==> src/rtl/layer_sequencer.sv <==
// layer_sequencer: steps a small layer table (mask, repeat count, mode) through a
// sequence of layers, one layer per io_layerEnd, with optional looping.
//   io_clk/io_rst             clock, synchronous active-high reset
//   io_wrEn/io_wrAddr/io_wrCfg/io_wrCnt/io_wrMode   table write port (IDLE/DONE only)
//   io_lastLayer/io_loopEn    final layer index, wrap-around enable
//   io_start/io_abort         sequence control pulses
//   io_layerEnd               end-of-layer pulse from the layer counter stage
//   io_layerCfg/io_layerCnt/io_workingMode   current table entry (zero outside RUN)
//   io_BaseLayer/io_layerIdx  current index and index==0 flag
//   io_layerClr/io_seqDone    one-cycle clear / completion pulses
//   io_busy/io_loopCount      RUN flag, completed loop passes
module layer_sequencer #(
    parameter int NUM_LAYERS = 8,
    parameter int CNT_W      = 16,
    localparam int AW        = $clog2(NUM_LAYERS)
) (
    input  logic             io_clk,
    input  logic             io_rst,
    input  logic             io_wrEn,
    input  logic [AW-1:0]    io_wrAddr,
    input  logic [7:0]       io_wrCfg,
    input  logic [CNT_W-1:0] io_wrCnt,
    input  logic             io_wrMode,
    input  logic [AW-1:0]    io_lastLayer,
    input  logic             io_loopEn,
    input  logic             io_start,
    input  logic             io_abort,
    input  logic             io_layerEnd,
    output logic [7:0]       io_layerCfg,
    output logic [CNT_W-1:0] io_layerCnt,
    output logic             io_workingMode,
    output logic             io_BaseLayer,
    output logic             io_layerClr,
    output logic [AW-1:0]    io_layerIdx,
    output logic             io_busy,
    output logic             io_seqDone,
    output logic [15:0]      io_loopCount
);
    typedef enum logic [1:0] {IDLE, RUN, DONE} state_t;
    state_t           state_q;
    logic [7:0]       cfg_tbl_q  [NUM_LAYERS];
    logic [CNT_W-1:0] cnt_tbl_q  [NUM_LAYERS];
    logic             mode_tbl_q [NUM_LAYERS];
    logic [AW-1:0]    idx_q;
    logic [15:0]      loop_q;
    logic [7:0]       cfg_q;
    logic [CNT_W-1:0] cnt_q;
    logic             mode_q, base_q, clr_q, busy_q, done_q;
    logic             wr_ok, at_last;
    logic [AW-1:0]    step_idx;
    logic [7:0]       cfg0;
    logic [CNT_W-1:0] cnt0;
    logic             mode0;

    // io_lastLayer is AW bits wide, so it can never exceed NUM_LAYERS-1 and the
    // min() clamp is implicit.
    always_comb begin
        wr_ok    = io_wrEn && state_q != RUN;
        at_last  = idx_q == io_lastLayer;
        step_idx = at_last ? '0 : idx_q + AW'(1);
        // Entry 0 is forwarded from the write port so a write coinciding with
        // start is seen by the first layer.
        cfg0     = (wr_ok && io_wrAddr == '0) ? io_wrCfg  : cfg_tbl_q[0];
        cnt0     = (wr_ok && io_wrAddr == '0) ? io_wrCnt  : cnt_tbl_q[0];
        mode0    = (wr_ok && io_wrAddr == '0) ? io_wrMode : mode_tbl_q[0];
    end

    always_ff @(posedge io_clk) begin
        if (io_rst) begin
            for (int i = 0; i < NUM_LAYERS; i++) begin
                cfg_tbl_q[i]  <= '0;
                cnt_tbl_q[i]  <= '0;
                mode_tbl_q[i] <= 1'b0;
            end
        end else if (wr_ok) begin
            cfg_tbl_q[io_wrAddr]  <= io_wrCfg;
            cnt_tbl_q[io_wrAddr]  <= io_wrCnt;
            mode_tbl_q[io_wrAddr] <= io_wrMode;
        end
    end

    always_ff @(posedge io_clk) begin
        if (io_rst) begin
            state_q <= IDLE;
            idx_q   <= '0;
            loop_q  <= '0;
            cfg_q   <= '0;
            cnt_q   <= '0;
            mode_q  <= 1'b0;
            base_q  <= 1'b1;
            clr_q   <= 1'b0;
            busy_q  <= 1'b0;
            done_q  <= 1'b0;
        end else begin
            clr_q  <= 1'b0;
            done_q <= 1'b0;
            if (io_abort) begin
                state_q <= IDLE;
                idx_q   <= '0;
                base_q  <= 1'b1;
                cfg_q   <= '0;
                cnt_q   <= '0;
                mode_q  <= 1'b0;
                busy_q  <= 1'b0;
            end else if (state_q != RUN) begin
                if (io_start) begin
                    state_q <= RUN;
                    idx_q   <= '0;
                    base_q  <= 1'b1;
                    loop_q  <= '0;
                    clr_q   <= 1'b1;
                    busy_q  <= 1'b1;
                    cfg_q   <= cfg0;
                    cnt_q   <= cnt0;
                    mode_q  <= mode0;
                end
            end else if (io_layerEnd) begin
                if (!at_last || io_loopEn) begin
                    idx_q  <= step_idx;
                    base_q <= step_idx == '0;
                    clr_q  <= 1'b1;
                    cfg_q  <= cfg_tbl_q[step_idx];
                    cnt_q  <= cnt_tbl_q[step_idx];
                    mode_q <= mode_tbl_q[step_idx];
                    if (at_last)
                        loop_q <= loop_q + 16'(loop_q != 16'hFFFF);
                end else begin
                    state_q <= DONE;
                    done_q  <= 1'b1;
                    busy_q  <= 1'b0;
                    cfg_q   <= '0;
                    cnt_q   <= '0;
                    mode_q  <= 1'b0;
                end
            end
        end
    end

    assign io_layerCfg    = cfg_q;
    assign io_layerCnt    = cnt_q;
    assign io_workingMode = mode_q;
    assign io_BaseLayer   = base_q;
    assign io_layerClr    = clr_q;
    assign io_layerIdx    = idx_q;
    assign io_busy        = busy_q;
    assign io_seqDone     = done_q;
    assign io_loopCount   = loop_q;
endmodule

==> config.mk <==
export PLATFORM = sky130hd
export DESIGN_NAME = layer_sequencer
export DESIGN_NICKNAME = d
export VERILOG_FILES = /design/src/rtl/layer_sequencer.sv
export SDC_FILE = /design/constraint.sdc
export NUM_CORES = 1
export LEC_CHECK = 0
export CAP_MARGIN = 20
export CORE_UTILIZATION = 45
export DETAILED_ROUTE_END_ITERATION = 7
export SKIP_LAST_GASP = 1
export SYNTH_ARGS = -nofsm -noshare
export SYNTH_HDL_FRONTEND = slang
export SYNTH_SLANG_ARGS = --single-unit
==> constraint.sdc <==
create_clock -name io_clk -period 7.1 [get_ports io_clk]
set_clock_uncertainty 0.2 [all_clocks]
set_input_delay 1.065 -clock io_clk [delete_from_list [all_inputs] [get_ports io_clk]]
set_output_delay 1.065 -clock io_clk [all_outputs]
set_load 0.1 [all_outputs]
# --- Word level (Yosys, flattened, before mapping) ---
# Memory sizes are Yosys's and may differ from the RTL's.
# Cells that the tools add are included.
# W data, S select, Z words.
word_totals:
  ff_bits: 50
  output_inout_bits: 48
  elab_cells: 95
  memories: 3
  ramBits: 200
  in_bits: 38
memory_table:
  columns: ["memory", "depth", "width", "read_ports", "rd_ports_with_merged_regs", "wr", "line_no", "source"]
  rows:
  - ["cnt_tbl_q", 8, 16, 2, 0, 8, "42", "logic [CNT_W-1:0] cnt_tbl_q [NUM_LAYERS];"]
  - ["cfg_tbl_q", 8, 8, 2, 0, 8, "41", "logic [7:0] cfg_tbl_q [NUM_LAYERS];"]
  - ["mode_tbl_q", 8, 1, 2, 0, 8, "43", "logic mode_tbl_q [NUM_LAYERS];"]
classes:
  n_mux: 55
  n_bitwise: 2
  reduce_logical: 18
  addsub: 2
  eq_ne: 5
ops:
  columns: ["operator", "count"]
  rows:
  - ["$mux W16", 11]
  - ["$mux W8", 6]
  - ["$mux W1", 26]
  - ["$mux W3", 8]
  - ["$add A16 B1 Y16", 1]
  - ["$ne A16 B16 Y1 const B", 1]
  - ["$reduce_or A16 Y1", 1]
  - ["$mux W2", 4]
  - ["$reduce_or A8 Y1", 1]
  - ["$logic_not A3 Y1", 2]
  - ["$reduce_and A3 Y1", 2]
  - ["$reduce_bool A2 Y1", 3]
  - ["$reduce_and A5 Y1", 1]
  - ["$ne A2 B2 Y1 const B", 2]
  - ["$reduce_or A4 Y1", 1]
  - ["$add A3 B1 Y3 const B", 1]
  - ["$eq A3 B3 Y1", 1]
  - ["$logic_and A1 B1 Y1", 2]
  - ["$ne A2 B1 Y1 const B", 1]
  - ["$not A1 Y1", 2]
  - ["$reduce_and A2 Y1", 1]
  - ["$reduce_or A2 Y1", 1]
  - ["$logic_not A1 Y1", 1]
  - ["$logic_or A1 B1 Y1", 1]
  - ["$reduce_or A1 Y1", 1]

# --- Depth between registers and ports, before layout ---
depth:
  ltp_word: 7
  depth_mapped: 9

# --- Worst setup path after synthesis ---
# No wires, ideal clock.
synth_path:
  path_type: "reg-to-reg"
  start: "register idx_q[1] (netlist: io_layerIdx[1])"
  end: "register cfg_q[0] (netlist: io_layerCfg[0])"
  setup_ns: 0.124
  arrival_time_ns: 2.828
  path_stages_with_launch: 7
  path_slack_ns: 3.947
  cell_sequence: "dfxtp_1 -> ha_1 -> xor2_1 -> buf_2 -> mux4_2 -> a21oi_1 -> o22ai_1"
synth_between:
  elab_chain_len: 6
synth_rtl:
  columns: ["element", "line_no", "source"]
  rows:
  - ["start: declaration", "44", "logic [AW-1:0] idx_q;"]
  - ["start signal: assignment", "119", "idx_q <= step_idx;"]
  - ["$add A3 B1 Y3 or $eq A3 B3 Y1 (tied branches)", "60, 59", null]
  - ["$mux W3 or $logic_not A1 Y1 (tied branches)", "60, 118", null]
  - ["$mem_v2 Z8 W8 or $logic_or A1 B1 Y1 (tied branches)", null, null]
  - ["$mux W8 (*)", "118", "if (!at_last || io_loopEn) begin"]
  - ["$mux W8 (*)", "117", "end else if (io_layerEnd) begin"]
  - ["$mux W8 (*)", "105", "end else if (state_q != RUN) begin"]
  - ["end signal: assignment", "113", "cfg_q <= cfg0;"]
  - ["end signal: assignment", "122", "cfg_q <= cfg_tbl_q[step_idx];"]
  - ["end: declaration", "46", "logic [7:0] cfg_q;"]
# Mark *: on every way between the ends. The rest lies on a longest branch, timed or not. The select of a mux whose other input is x is not followed.
# A chain may end at the register's enable or synchronous reset.

==> flow_metrics.py <==
metrics = {
    "status": {
        "outcome": "finished, final reports clean",
    },
    "cts": {
        "cts_setup_buffers": 0,
        "hold_buffers": 0,
        "clkTransAtPathRegs_ns": 0.06,
        "cts_num_sinks": 249,
        "clockBufferDepth": 3,
        "cts_tree": "yes",
        "cts_root_buf": "clkbuf_16",
        "post_cts_resized": 0,
        "numCtsBuffers": 28,
        "htree_levels": 1,
        "insertion_delay_ns": 0.55,
    },
    "layout": {
        "antenna_cells": 0,
        "area_growth_pct": 16.2,
        "final_util": 0.533,
        "drive_gt1_frac": 0.106,
        "num-fill-cells": 2250,
        "final_cells": 1398,
        "nNetsFinal": 1083,
    },
    "placed_design": {
        "port_buffers": 85,
        "gp_congestion": 0.808,
        "dp_hpwl_um": 17700,
        "dpl.cell_count": 1346,
    },
    "logic_synthesis": {
        "synthCells": 981,
        "ys_warn_count": 0,
        "synth_compound_area_frac": 0.102,
        "async_reset_ff_frac": 0,
        "ys.flop_type": "edfxtp_1",
        "synth_edf_count": 200,
        "yosys-top-cells-count": "and2_1, edfxtp_1, o21ai_0",
        "yosysMostFrequentCell": "and2_1",
        "ys_ff_latch": 249,
        "synth_top_family_by_area": "simple AND/OR/NAND/NOR gates",
        "syn_avg_cell_area_um2": 12.2,
        "synth_nets": 1022,
        "yosys-top-cells-area": "edfxtp_1, and2_1, dfxtp_1, mux4_2, mux2i_1",
        "synth_cell_types": 60,
        "synth_top_area_frac": 0.502,
        "synth_mux_area_frac": 0.0621,
        "synth_xor_xnor_area_share": 0.0200,
        "synth_fa_ha_area_frac": 0.00314,
        "syn_area_mm2": 0.0120,
        "yosys.area_share.simple": 0.200,
        "yosysSeqAreaShare": 0.584,
        "synth_top_area_cell": "edfxtp_1",
    },
    "sta": {
        "rsz0062_at_grt": "no",
        "hold_viol": 0,
        "slew_headroom": 0.335,
        "slew_viol_final": 0,
        "post-route-period-util": 0.533,
        "final.min_clock_period_ns": 3.78,
        "finalSetupTns_ns": 0,
        "max_freq_mhz": 264,
        "worstMarginPinSlew_ns": 0.997,
        "setup_viol": 0,
    },
    "pwr": {
        "irDropWorstVdd_mv": 0.169,
        "p_leak_nw": 4.83,
        "powerDensity_mw_per_mm2": 234,
        "power.total_w": 0.00326,
    },
    "flow_run": {
        "cap_violations": 0,
    },
    "drt": {
        "postRouteWirelength_um": 30000,
        "viasPerCell": 5.65,
        "vias": 7903,
        "route.detailed.drc": 0,
        "ant_nets": 0,
        "firstDrtPassIters": 4,
        "wl_per_cell_um": 21.4,
        "drt-initial-drc-count": 650,
    },
    "floorplanning": {
        "io_pins": 86,
        "initial_core_util": 0.459,
        "dieHeight_um": 165,
        "die_area_mm2": 0.0272,
        "num_rows": 59,
        "die_x_um": 165,
        "core_mm2": 0.0261,
    },
    "setup_path": {
        "ff2ff_path_depth": 4,
        "critPathLaunchType": "input port",
        "path_class": "in -> reg",
        "cp_max_fo": 26,
        "end_kind": "flip-flop",
        "cp.arrival_ns": 3.76,
        "reg2reg_setup_slack_ns": 3.37,
        "worstPathRequired_ns": 7.08,
    },
    "global_route": {
        "grt_max_degree": 87,
        "antenna_found_initial": 0,
        "grt_overflow": 0,
        "grt_first_pass_wirelength_um": 46300,
        "grt_pass1_vias": 7755,
        "gr-usage-all-layers": 0.226,
    },
    "hold_path": {
        "hp-class": "reg -> reg",
        "min_path_cells": 1,
    },
}
==> placed cells by master (no fill, tap or decap), drive strengths merged, types with 2 or more instances in the layout <==
cell type      count
a2111oi            4
mux4              16
buf               15
clkdlybuf4s50     85
a211oi            21
nor3              21
and3               3
a31oi              9
nor2b             16
inv                4
o21ai             55
or2                8
a21oi             32
o22a               2
and4               2
nand2b            15
ha                 3
clkbuf            43
or3               20
xnor2             19
or4b               2
nor2              45
edfxtp           200
dfxtp             49
nand3             25
mux2i             27
and2             202
nand2             23
clkinv             8
o221ai            24
nand3b             2
o22ai             17
a311oi            10
mux2              10
and4b              2
nand4              3
nor4               9
==> stage by stage <==
step	hold WS (ns)	area (um^2)	setup WS, ns
3_3_place_gp	0.297	13000	2.79
5_1_grt	0.345	13900	3.05
4_1_cts	0.318	13900	3.26
2_1_floorplan	0.279	12000	3.95
3_5_place_dp	0.305	13000	2.71
6_report	0.322	13900	3.32
==> critical path, stage by stage <==
cell             delay, ns
clkdlybuf4s50_1       0.40
buf_4                 0.20
or4b_4                0.58
nor2_2                0.76
or2_2                 0.73
==> layer usage <==
layer / GRT usage / share of wire
met3: 0.0275 / 0.046
met2: 0.377 / 0.48
met5: 0 / 0
met1: 0.316 / 0.46
met4: 0.0517 / 0.018
==> report_power, final <==
group / leakage, nW / switching, W / internal, W
combinational: 1.86 / 0.000188 / 0.0000802
clock: 0.419 / 0.000578 / 0.000771
sequential: 2.55 / 0.0000202 / 0.00162
==> worst paths after layout <==
check / startpoint / end
hold / removal: io_BaseLayer / io_BaseLayer
setup reg to reg: state_q[1] / cnt_tbl_q[3][5]
setup / recovery: io_rst / cnt_tbl_q[2][8]
hold reg to reg: io_BaseLayer / io_BaseLayer
==> final cells by class <==
class	count	area, um^2	area share
flip-flops and latches	249	6990	0.503
multi-input cells	659	4660	0.335
repair buffers	100	963	0.0693
clock buffers	43	797	0.0573
well taps	335	419	0.0302
clock inverters	8	53.8	0.00387
inverters	4	15.0	0.00108
==> kinds of logic after synthesis <==
kind of cell | count (synthesis)
fa+ha+maj | 3
flops | 249
compound gates | 181
mux | 53
xor+xnor | 20
buf+inv | 73
simple gates | 402
==> sequential cells by signal, indices dropped and copies added (netlist names) <==
name,count
mode_tbl_q,8
io_BaseLayer,1
io_layerCnt,16
state_q,2
io_layerIdx,3
io_loopCount,16
cnt_tbl_q,128
cfg_tbl_q,64
io_layerCfg,8
io_layerClr,1
io_workingMode,1
io_seqDone,1
Power figures use the tool's default switching activity.
